==> src/rtl/dm_store_buffer.sv <==
// Store buffer in front of the data memory: queues stores from MEM, drains them
// one per cycle into the single write port, yields to loads and flags load hazards.
module dm_store_buffer #(
  parameter int DEPTH = 4,
  parameter int CW    = $clog2(DEPTH) + 1
) (
  input  logic          clk,
  input  logic          reset,
  input  logic          push_valid,
  input  logic [31:0]   push_pc,
  input  logic [31:0]   push_addr,
  input  logic [31:0]   push_data,
  input  logic [2:0]    push_mode,
  output logic          push_ready,
  input  logic          load_check,
  input  logic [31:0]   load_addr,
  output logic          load_hazard,
  output logic          dm_write_enable,
  output logic [31:0]   dm_write_addr,
  output logic [31:0]   dm_write_data,
  output logic [2:0]    dm_mode,
  output logic [31:0]   dm_curr_pc,
  input  logic          dm_invalid,
  output logic          error,
  output logic [31:0]   error_pc,
  output logic [CW-1:0] count,
  output logic          empty
);

  // Access mode codes shared with the data memory.
  localparam logic [2:0] DM_W  = 3'd0;
  localparam logic [2:0] DM_H  = 3'd1;
  localparam logic [2:0] DM_B  = 3'd2;
  localparam logic [2:0] DM_HU = 3'd3;
  localparam logic [2:0] DM_BU = 3'd4;

  localparam int PW = (DEPTH > 1) ? $clog2(DEPTH) : 1;

  logic [31:0]   r_pc   [DEPTH];
  logic [31:0]   r_addr [DEPTH];
  logic [31:0]   r_data [DEPTH];
  logic [2:0]    r_mode [DEPTH];
  logic [PW-1:0] r_head;
  logic [PW-1:0] r_tail;
  logic [CW-1:0] r_count;
  logic          r_error;
  logic [31:0]   r_error_pc;

  logic          w_empty;
  logic          w_ready;
  logic          w_mode_ok;
  logic          w_push;
  logic          w_bad_push;
  logic          w_pop;
  logic          w_hit;
  logic [PW-1:0] w_off [DEPTH];

  assign w_empty    = (r_count == '0);
  assign w_ready    = (r_count != CW'(DEPTH));
  assign w_mode_ok  = (push_mode == DM_W) || (push_mode == DM_H) || (push_mode == DM_B);
  assign w_push     = push_valid && w_ready && w_mode_ok;
  assign w_bad_push = push_valid && w_ready && !w_mode_ok;
  assign w_pop      = !w_empty && !load_check;

  // A slot is live when its distance from the head is below the count.
  always_comb begin
    w_hit = 1'b0;
    for (int i = 0; i < DEPTH; i++) begin
      w_off[i] = PW'(i) - r_head;
      if ((CW'(w_off[i]) < r_count) && (r_addr[i][31:2] == load_addr[31:2]))
        w_hit = 1'b1;
    end
  end

  assign push_ready      = w_ready;
  assign empty           = w_empty;
  assign count           = r_count;
  assign load_hazard     = load_check && w_hit;
  assign dm_write_enable = w_pop;
  assign dm_write_addr   = w_empty ? 32'd0 : r_addr[r_head];
  assign dm_write_data   = w_empty ? 32'd0 : r_data[r_head];
  assign dm_mode         = w_empty ? 3'd0  : r_mode[r_head];
  assign dm_curr_pc      = w_empty ? 32'd0 : r_pc[r_head];
  assign error           = r_error;
  assign error_pc        = r_error_pc;

  // The head entry is older than the incoming push, so a drain fault takes priority.
  always_ff @(posedge clk or posedge reset) begin
    if (reset) begin
      r_head     <= '0;
      r_tail     <= '0;
      r_count    <= '0;
      r_error    <= 1'b0;
      r_error_pc <= 32'd0;
      for (int i = 0; i < DEPTH; i++) begin
        r_pc[i]   <= 32'd0;
        r_addr[i] <= 32'd0;
        r_data[i] <= 32'd0;
        r_mode[i] <= 3'd0;
      end
    end else begin
      if (w_push) begin
        r_pc[r_tail]   <= push_pc;
        r_addr[r_tail] <= push_addr;
        r_data[r_tail] <= push_data;
        r_mode[r_tail] <= push_mode;
        r_tail         <= r_tail + PW'(1);
      end
      if (w_pop)
        r_head <= r_head + PW'(1);
      if (w_push && !w_pop)
        r_count <= r_count + CW'(1);
      else if (!w_push && w_pop)
        r_count <= r_count - CW'(1);
      if (!r_error) begin
        if (w_pop && dm_invalid) begin
          r_error    <= 1'b1;
          r_error_pc <= r_pc[r_head];
        end else if (w_bad_push) begin
          r_error    <= 1'b1;
          r_error_pc <= push_pc;
        end
      end
    end
  end

endmodule

==> config.mk <==
export PLATFORM = sky130hd
export DESIGN_NAME = dm_store_buffer
export DESIGN_NICKNAME = d
export VERILOG_FILES = /design/src/rtl/dm_store_buffer.sv
export SDC_FILE = /design/constraint.sdc
export NUM_CORES = 1
export LEC_CHECK = 0
export CORE_ASPECT_RATIO = 0.6
export CORE_MARGIN = 4
export CORE_UTILIZATION = 50
export CTS_CLUSTER_SIZE = 8
export DETAILED_ROUTE_END_ITERATION = 10
export PLACE_DENSITY = 0.78
export RECOVER_POWER = 100
export SYNTH_ARGS = -nofsm -noshare
export SYNTH_HDL_FRONTEND = slang
export SYNTH_SLANG_ARGS = --single-unit
==> constraint.sdc <==
create_clock -name clk -period 16.48 [get_ports clk]
set_input_delay 3.296 -clock clk [delete_from_list [all_inputs] [get_ports clk]]
set_output_delay 3.296 -clock clk [all_outputs]
set_load 0.005 [all_outputs]
==> run summary <==
Post-Syn Instances: 1,429
First-pass iteration count of the detailed router: 5
Failing checks: capacitance limit, slew limit
Post-cts sizing count: 0
Post-synth cell types: 34
Largest net degree at the start of global routing: 161
Layout cells sized above 1: 31.94%
Number of remaining DRC errors: 0
Fin. Hold Viols: 0
IO buf count: 272
Worst-Margin Slew: 5.191 ns
Via-per-instance ratio: 5.762
Max clock buf depth: 3
Peak supply drop: 0.09674 mV
Max cap viols: 15
Area Growth Syn to Fin: 20.96%
Synthesized flop and latch total: 436
Commonest non-fill, non-tap cell in the layout: dfrtp_1
Power Density: 210.2 nW/um^2
Unrepaired setup endpoints after global routing: no
CTS Sinks: 436
Post-route cell area: 25,650 um^2
Cell area after synthesis: 21,200 um^2
Layout net count: 1,839
CTS tree: done
Routability cong.: 0.8928
Vias in the first global route: 14.29k
First-pass GRT wire length: 85,170 um
Fin crit period: 10.22 ns
Worst hold-check path type: reg2reg
Starting density of the core: 50.63%
Fin crit share: 61.99%
Row count: 58
Commonest cells after routing, fill and taps aside: 435 x dfrtp_1, 365 x mux2_2, 182 x clkdlybuf4s50_1, 114 x xor2_1, 99 x mux4_2
CP arrival: 9.92 ns
WL/cell: 23.88 um
Reg clk slew, reported paths: 0.05 ns
Post-CTS setup buffers: 0
Type of element launching the critical path: input port
Die Ht: 167.5 um
Crit-path max FO: 117
Max Freq: 97.89 MHz
Syn_nets: 1,575
H-tree Lvls: 2
Final ANT Viol Nets: 0
FF/Latch Area: 10,910 um^2
Synth warn: 0
Clk root buf: clkbuf_16
Antenna violations before repair: 5
Total wire length: 54,240 um
CTS buffer count: 60
Leak: 11.08 nW
Top Ports: 275
DP Area: 24,250 um^2
Grt ovf: 0
Data required, critical path: 16.19 ns
Core Area: 41,870 um^2
CP Class: in2async
Overall Global Routing Usage: 23.92%
Average size of a mapped cell: 14.84 um^2
Chip width: 273.8 um
Area of the multi-input gates: 9580 um^2
Worst-skew pair later-pin latency: 0.57 ns
Seq/Total Area, Yosys: 51.46%
DP HPWL: 35,350 um
Clock skew: 0.01893 ns
Sum of negative setup slack: 0 ns
Relative slew margins: -248.0%
Cts-stage hold buffer count: 0
Count of final max-slew check failures: 827
DR vias: 13.09k
DR iter-0 viols: 854
Setup violations, final: 0
# fillers: 3,242
Status: finished, violations left
Worst setup EP type: async pin
Die Area: 45,870 um^2
==> cell type report <==
cell class | instances | share of cell area, %
Antenna cell | 4 | 0.03903
Clock buffer | 64 | 6.074
Clock inverter | 2 | 0.06830
Inverter | 12 | 0.1805
Multi-Input combinational cell | 897 | 37.36
Sequential cell | 436 | 42.56
Tap cell | 570 | 2.781
Timing Repair Buffer | 286 | 10.94
==> final timing paths <==
path | from | endpoint | slack (ns) | cells after the start
setup / recovery | reset | error_pc[10]$_DFFE_PP0P_ | 6.26 | 3
hold / removal | r_mode[2]$_DFFE_PP0P_ | r_mode[2]$_DFFE_PP0P_ | 0.49 | 1
setup reg to reg | count[0]$_DFFE_PP0P_ | r_data[13]$_DFFE_PP0P_ | 9.82 | 6
hold reg to reg | r_mode[2]$_DFFE_PP0P_ | r_mode[2]$_DFFE_PP0P_ | 0.49 | 1
max in group clk | load_addr[21] | load_hazard | 6.49 | 7
min in group asynchronous | reset | r_data[110]$_DFFE_PP0P_ | 4.78 | 2
==> stage by stage <==
step | cells | worst slack, ns | hold slack (ns) | util (%) | total power [mW]
after CTS | 2267 | 6.867 | 0.4918 | 61.67 | 5.513
after detailed placement | 2201 | 6.871 | 0.4746 | 57.90 | 4.397
after global placement | 2201 | 7.007 | 0.4633 | 57.90 | 4.307
after floorplan | 1429 | 1.039 | 0.4477 | - | 3.331
final | 2271 | 6.265 | 0.4862 | 61.25 | 5.392
after global routing | 2271 | 4.697 | 0.5058 | 61.25 | 5.712
==> critical path: stages <==
cell,delay (ns)
dlygate4sd3_1,0.55
clkinvlp_2,2.87
clkbuf_1,3.04
==> flip-flops by register name, summed over array words and instances (netlist names) <==
signal    cells
r_tail        2
r_data      128
error_pc     32
error         1
r_pc        128
r_addr      128
r_head        2
count         3
r_mode       12
==> cell families (layout without fill, tap and decap cells) <==
| group | Yosys count | after routing | synth area share, % |
|---|---|---|---|
| compound gates | 45 | 45 | 1.163 |
| xor+xnor | 127 | 127 | 5.246 |
| fa+ha+maj | 10 | 10 | 0.6256 |
| buf+inv | 96 | 364 | 2.744 |
| flops | 436 | 436 | 51.46 |
| mux | 524 | 524 | 33.38 |
| other cells | 0 | 4 | 0 |
| simple gates | 191 | 191 | 5.382 |
==> cell usage after synthesis <==
library cell  number  area share (%)
and2_1           103             3.0
a21o_1             1           0.035
nand4_1            8            0.24
clkbuf_4           1           0.035
nor2_1            34            0.60
xnor2_1           13            0.54
or3_1              1           0.030
nand3b_1           2           0.071
buf_4             37             1.3
a21oi_1           38            0.90
buf_2             15            0.35
mux2_2           366              19
mux2_4            27             1.9
mux4_2            99              11
buf_6              8            0.42
ha_1               9            0.53
or4_1              1           0.035
buf_1              7            0.12
inv_1             12            0.21
dfrtp_1          436              51
mux2i_1           32             1.5
nor2_8             1           0.094
fa_1               1           0.094
a21oi_2            1           0.041
nor3_1             4           0.094
o21ai_0            1           0.024
nand2_4            5            0.27
clkbuf_1          16            0.28
or3b_4             1           0.053
xor2_1           114             4.7
nand2_1            2           0.035
nand3_1            5            0.12
a2111oi_0          4            0.17
nor4_1            24            0.71
==> layer usage <==
metal	track usage, %	routed length, um	up-vias
met5	0	12	-
met4	6.112	1287	2
met3	7.061	4127	90
met2	36.42	24850	373
met1	34.06	23960	6931
li1	-	-	5689
==> power by group <==
group	internal (mW)	total, mW	leakage (nW)	switching [mW]
clock	0.652	1.08	0.776	0.424
combinational	1.45	2.35	5.02	0.903
sequential	1.59	1.96	5.29	0.371
No activity file was read; power rests on OpenSTA's default activity.
